==> config.mk <==
export PLATFORM = sky130hd
export DESIGN_NAME = mem_port_arbiter
export DESIGN_NICKNAME = d
export VERILOG_FILES = /design/src/rtl/mem_port_arbiter.sv
export SDC_FILE = /design/constraint.sdc
export NUM_CORES = 1
export LEC_CHECK = 0
export ABC_AREA = 1
export BUFFER_PORTS_ARGS = -buffer_cell sky130_fd_sc_hd__buf_2
export CORE_AREA = 8 8 103 105
export CTS_CLUSTER_SIZE = 25
export DETAILED_ROUTE_END_ITERATION = 8
export DIE_AREA = 0 0 111 113
export GPL_TIMING_DRIVEN = 0
export PLACE_DENSITY = 0.7
export SYNTH_ARGS = -nofsm -noshare
export SYNTH_HDL_FRONTEND = slang
export SYNTH_SLANG_ARGS = --single-unit
==> constraint.sdc <==
create_clock -name clk -period 2.05 [get_ports clk]
set_clock_uncertainty 0.15 [all_clocks]
set_input_delay 0.3075 -clock clk [delete_from_list [all_inputs] [get_ports clk]]
set_output_delay 0.3075 -clock clk [all_outputs]
set_load 0.01 [all_outputs]
==> src/rtl/mem_port_arbiter.sv <==
// Round-robin arbiter sharing one fixed-latency memory between an instruction-fetch port
// and a data port; each response is steered back to whichever port issued the request.
module mem_port_arbiter #(
  parameter int unsigned MEM_LAT = 1
) (
  input  logic        clk,
  input  logic        rst,
  input  logic        ireq_val,
  output logic        ireq_rdy,
  input  logic [31:0] ireq_addr,
  output logic        iresp_val,
  output logic [31:0] iresp_data,
  input  logic        dreq_val,
  output logic        dreq_rdy,
  input  logic        dreq_type,
  input  logic [31:0] dreq_addr,
  input  logic [31:0] dreq_wdata,
  output logic        dresp_val,
  output logic [31:0] dresp_data,
  output logic        memreq_val,
  output logic        memreq_type,
  output logic [31:0] memreq_addr,
  output logic [31:0] memreq_wdata,
  input  logic [31:0] memresp_rdata,
  output logic [15:0] conflict_count
);

  typedef enum logic [0:0] {StIdle, StWait} state_e;

  localparam logic [2:0] LatCnt = 3'(MEM_LAT);
  localparam logic       PortI  = 1'b0;
  localparam logic       PortD  = 1'b1;

  state_e      state_q, state_d;
  logic [2:0]  cnt_q, cnt_d;
  logic        owner_q, owner_d;
  logic        owner_type_q, owner_type_d;
  logic        prio_q, prio_d;
  logic [15:0] conflict_q, conflict_d;

  logic resp_cycle, grant_ok, both_val, grant_i, grant_d;

  // Everything is qualified with rst so outputs drop to zero the moment reset asserts.
  always_comb begin
    resp_cycle = rst && (state_q == StWait) && (cnt_q == LatCnt);
    grant_ok   = rst && ((state_q == StIdle) || resp_cycle);
    both_val   = ireq_val && dreq_val;
    grant_i    = grant_ok && ireq_val && (!dreq_val || (prio_q == PortI));
    grant_d    = grant_ok && dreq_val && (!ireq_val || (prio_q == PortD));
  end

  always_comb begin
    state_d      = state_q;
    cnt_d        = cnt_q;
    owner_d      = owner_q;
    owner_type_d = owner_type_q;
    prio_d       = prio_q;
    conflict_d   = conflict_q;
    if ((state_q == StWait) && (cnt_q < LatCnt)) begin
      cnt_d = cnt_q + 3'd1;
    end
    if (grant_i || grant_d) begin
      state_d      = StWait;
      cnt_d        = 3'd1;
      owner_d      = grant_d;
      owner_type_d = grant_d && dreq_type;
      prio_d       = grant_i;  // loser gets priority next time
      if (both_val && (conflict_q != 16'hFFFF)) begin
        conflict_d = conflict_q + 16'd1;
      end
    end else if (resp_cycle) begin
      state_d = StIdle;
      cnt_d   = 3'd0;
    end
  end

  always_ff @(posedge clk or negedge rst) begin
    if (!rst) begin
      state_q      <= StIdle;
      cnt_q        <= 3'd0;
      owner_q      <= PortI;
      owner_type_q <= 1'b0;
      prio_q       <= PortD;
      conflict_q   <= 16'd0;
    end else begin
      state_q      <= state_d;
      cnt_q        <= cnt_d;
      owner_q      <= owner_d;
      owner_type_q <= owner_type_d;
      prio_q       <= prio_d;
      conflict_q   <= conflict_d;
    end
  end

  always_comb begin
    ireq_rdy     = grant_i;
    dreq_rdy     = grant_d;
    memreq_val   = grant_i || grant_d;
    memreq_type  = grant_d && dreq_type;
    memreq_addr  = 32'd0;
    memreq_wdata = 32'd0;
    if (grant_d) begin
      memreq_addr  = dreq_addr;
      memreq_wdata = dreq_wdata;
    end else if (grant_i) begin
      memreq_addr  = ireq_addr;
    end
    iresp_val  = resp_cycle && (owner_q == PortI);
    dresp_val  = resp_cycle && (owner_q == PortD);
    iresp_data = iresp_val ? memresp_rdata : 32'd0;
    dresp_data = (dresp_val && !owner_type_q) ? memresp_rdata : 32'd0;
    conflict_count = conflict_q;
  end

endmodule

==> metrics.csv <==
stage,metric,value,unit
cts,clk_latency,0.27,ns
placed_design,placed_cell_area,4180,um^2
synthesis,synth-simple-area-share,0.549,
outcome,violations,setup timing,
floorplanning,die_x,111,um
critical_path,crit_arrival,1.96,ns
placed_design,place_congestion,0.887,
cts,root_buffer,clkbuf_8,
detailed_routing,vias_per_cell,4.44,
timing,setup_ws,-0.369,ns
synthesis,yosys_register_bits,23,
power_and_ir_drop,peakVddDrop,0.000420,V
synthesis,synthesis.instances,474,
floorplanning,die_area,12500,um^2
timing,rsz0062_at_grt,true,
synthesis,syn-cell-area,2630,um^2
detailed_routing,wl_per_cell,16.9,um
power_and_ir_drop,power_density,760,nW/um^2
synthesis,syn_nets,610,
layout,drive_gt1_frac,0.558,
timing,worst_slew_pin_slew,1.04,ns
cts,ctsLongestPathBuffers,2,
cts,cts.sinks,23,
layout,areaGrowthSynthToFinish,119,%
synthesis,avgSynthCellArea,5.54,um^2
floorplanning,placementRows,35,
floorplanning,io_pins,283,
synthesis,yosysTopAreaCell,nand2_1,
synthesis,synth-compound-area-share,0.0224,
timing,slew_headroom,0.303,
layout,fin_area,5750,um^2
critical_path,critPathBufInv,5,
critical_path,slowest_delay,0.40,ns
timing,hold_ws,0.182,ns
layout,nNetsFinal,932,
detailed_routing,drtIter0Drc,267,
worst_hold_path,hold_class,primary input to flip-flop,
critical_path,start_kind,flip-flop,
layout,fillCellCount,779,
synthesis,synthAdderAreaFrac,0.0143,
global_routing,antenna_found_initial,0,
synthesis,synthTopCellsByArea,"nand2_1, dfrtp_1, nor2_1",
global_routing,grt-ovfl-total,0,
global_routing,grt_first_pass_wirelength,20900,um
cts,cts_tree,yes,
floorplanning,core,8980,um^2
cts,cts_buffers,3,
placed_design,place_hpwl,10700,um
critical_path,slowest_stage,dfrtp_1,
synthesis,synth_mux_area_frac,0,
synthesis,synth_cell_types,26,
power_and_ir_drop,finalPower,4.37,mW
timing,hold_violations,0,
critical_path,worstPathRequired,1.59,ns
critical_path,path_cells,inv_2 -> ha_4 -> nand2_4 -> a21oi_4 -> nand2_2 -> nor2_4 -> buf_12 -> inv_12 -> buf_8 -> nor2_1 -> buf_2,
layout,insertedDiodeCount,0,
critical_path,path_max_fanout,8,
placed_design,port_buffers,282,
global_routing,grt_max_degree,23,
critical_path,critPathTopFamily,buffers and inverters,
timing,setup_violations,132,
flow_run,drv_cap,0,
cts,clkTransAtPathRegs,0.10,ns
synthesis,synthDominantCellAreaShare,0.265,
power_and_ir_drop,p_leak,3.32,nW
floorplanning,start_util,0.292,
detailed_routing,drt-pass1-iter-count,4,
global_routing,grt_util_all_layers,0.201,
outcome,status,finished with violations,
critical_path,cp-end-kind,output port,
detailed_routing,dr_total_vias,4024,
detailed_routing,detail-route-antenna-nets,0,
detailed_routing,routed_wl,15300,um
timing,max_freq,413,MHz
timing,tns,-31.23,ns
timing,fin_crit,2.42,ns
timing,drv_slew,0,
detailed_routing,drc,0,
timing,fin_crit_sh,1.18,
synthesis,synth_top_family_by_area,simple AND/OR/NAND/NOR gates,
global_routing,grt_pass1_vias,3817,
cts,cts_max_level,1,
synthesis,synth-xor-area-share,0.0234,
critical_path,crit_type,flip-flop to output port,
synthesis,ys_seq_area_frac,0.220,
floorplanning,die_h,113,um
synthesis,synth-warning-count,0,
cell families after synthesis:
family	count (synthesis)
compound gates	9
xor+xnor	7
fa+ha+maj	3
buf+inv	106
flops	23
simple gates	326
tightest hold or removal path: cells and delay by family:
kind                   cells  cell delay (ns)
buffers and inverters      2             0.16
AOI/OAI and AO/OA          1             0.08
sequential cells by signal, indices dropped and copies added (netlist names):
name            cells
owner_q             1
prio_q              1
owner_type_q        1
conflict_count     16
state_q             1
cnt_q               3
stage by stage:
| stage | worst slack, ns | cells | util |
|---|---|---|---|
| 5_1_grt | -0.438 | 906 | 0.640 |
| 3_3_place_gp | -0.544 | 867 | 0.465 |
| 6_report | -0.369 | 906 | 0.640 |
| 4_1_cts | -0.335 | 908 | 0.561 |
| 2_1_floorplan | 0.117 | 474 | - |
| 3_5_place_dp | -0.571 | 867 | 0.465 |
synth_stat cells:
library cell,number
nor3_4,1
dfrtp_1,22
nor2_1,85
o31ai_1,1
nand2_4,1
nand3_1,8
nand4_1,6
nand2_1,185
buf_8,1
a21oi_4,1
dfstp_2,1
buf_6,4
xor2_1,5
clkbuf_1,4
a21oi_1,1
clkinv_1,1
inv_2,4
nand2_2,2
nor2_4,14
o21ai_0,6
xnor2_1,2
ha_1,3
nand3b_1,2
nor2_2,22
inv_1,84
buf_2,8
report_power, final:
group / internal (mW) / leakage (nW) / switching, mW / total [mW]
registers: 0.555 / 0.303 / 0.105 / 0.660
clock network: 0.138 / 0.0217 / 0.163 / 0.301
logic: 1.64 / 3.00 / 1.76 / 3.40
total: 2.34 / 3.32 / 2.03 / 4.37
area by class of cell:
class	count	area, um^2	share of cell area
repair buffers	317	2310	0.402
multi-input cells	345	2050	0.357
flip-flops and latches	23	577	0.100
inverters	89	357	0.0621
plain buffers	17	264	0.0459
well taps	111	139	0.0242
clock buffers	3	41.3	0.00719
clock inverters	1	7.51	0.00131
cell usage in the layout (no fill, tap or decap), types with 2 or more instances in the layout:
cell           instances
nand3b_1               2
o21ai_0                6
inv_2                  4
inv_1                 82
buf_8                 12
buf_16                 2
buf_4                 19
nand4_1                6
clkinv_4               2
ha_1                   2
clkbuf_8               3
buf_12                 6
nor2_4                67
nand2_1              176
buf_2                203
buf_6                 88
nand2_8                2
xnor2_1                2
nand3_1                8
nor2_2                18
dfrtp_1               22
clkbuf_16              2
dlygate4sd3_1          2
nor2_1                36
nand2_2                9
xor2_1                 5
per-layer routing:
| layer | track usage | wire, um |
|---|---|---|
| met1 | 0.231 | 5720 |
| met2 | 0.368 | 8010 |
| met3 | 0.0566 | 1230 |
| met4 | 0.0243 | 348 |
| met5 | 0 | 0 |
what timing repair did:
action                                 CTS  global route
setup endpoints to repair              134           137
buffers inserted                        24             5
pin swaps                                8             7
cloned                                  11             0
endpoints found under the hold margin   22             0
hold buffers                             2             0
gates resized for setup                111           175
final timing paths:
| kind | startpoint | to | slack, ns | cells past startpoint |
|---|---|---|---|---|
| worst max-delay path | cnt_q[1]$_DFFE_PN0P_ | memreq_wdata[14] | -0.37 | 11 |
| worst min-delay path | dreq_type | owner_type_q$_DFFE_PN0P_ | 0.18 | 3 |
| worst max register to register | cnt_q[1]$_DFFE_PN0P_ | cnt_q[0]$_DFFE_PN0P_ | 0.13 | 12 |
| worst min register to register | prio_q$_DFFE_PN1P_ | prio_q$_DFFE_PN1P_ | 0.33 | 2 |
| max in group asynchronous | rst | conflict_count[12]$_DFFE_PN0P_ | 0.48 | 2 |
| min in group asynchronous | rst | prio_q$_DFFE_PN1P_ | 0.46 | 2 |
Power figures use the tool's default switching activity.
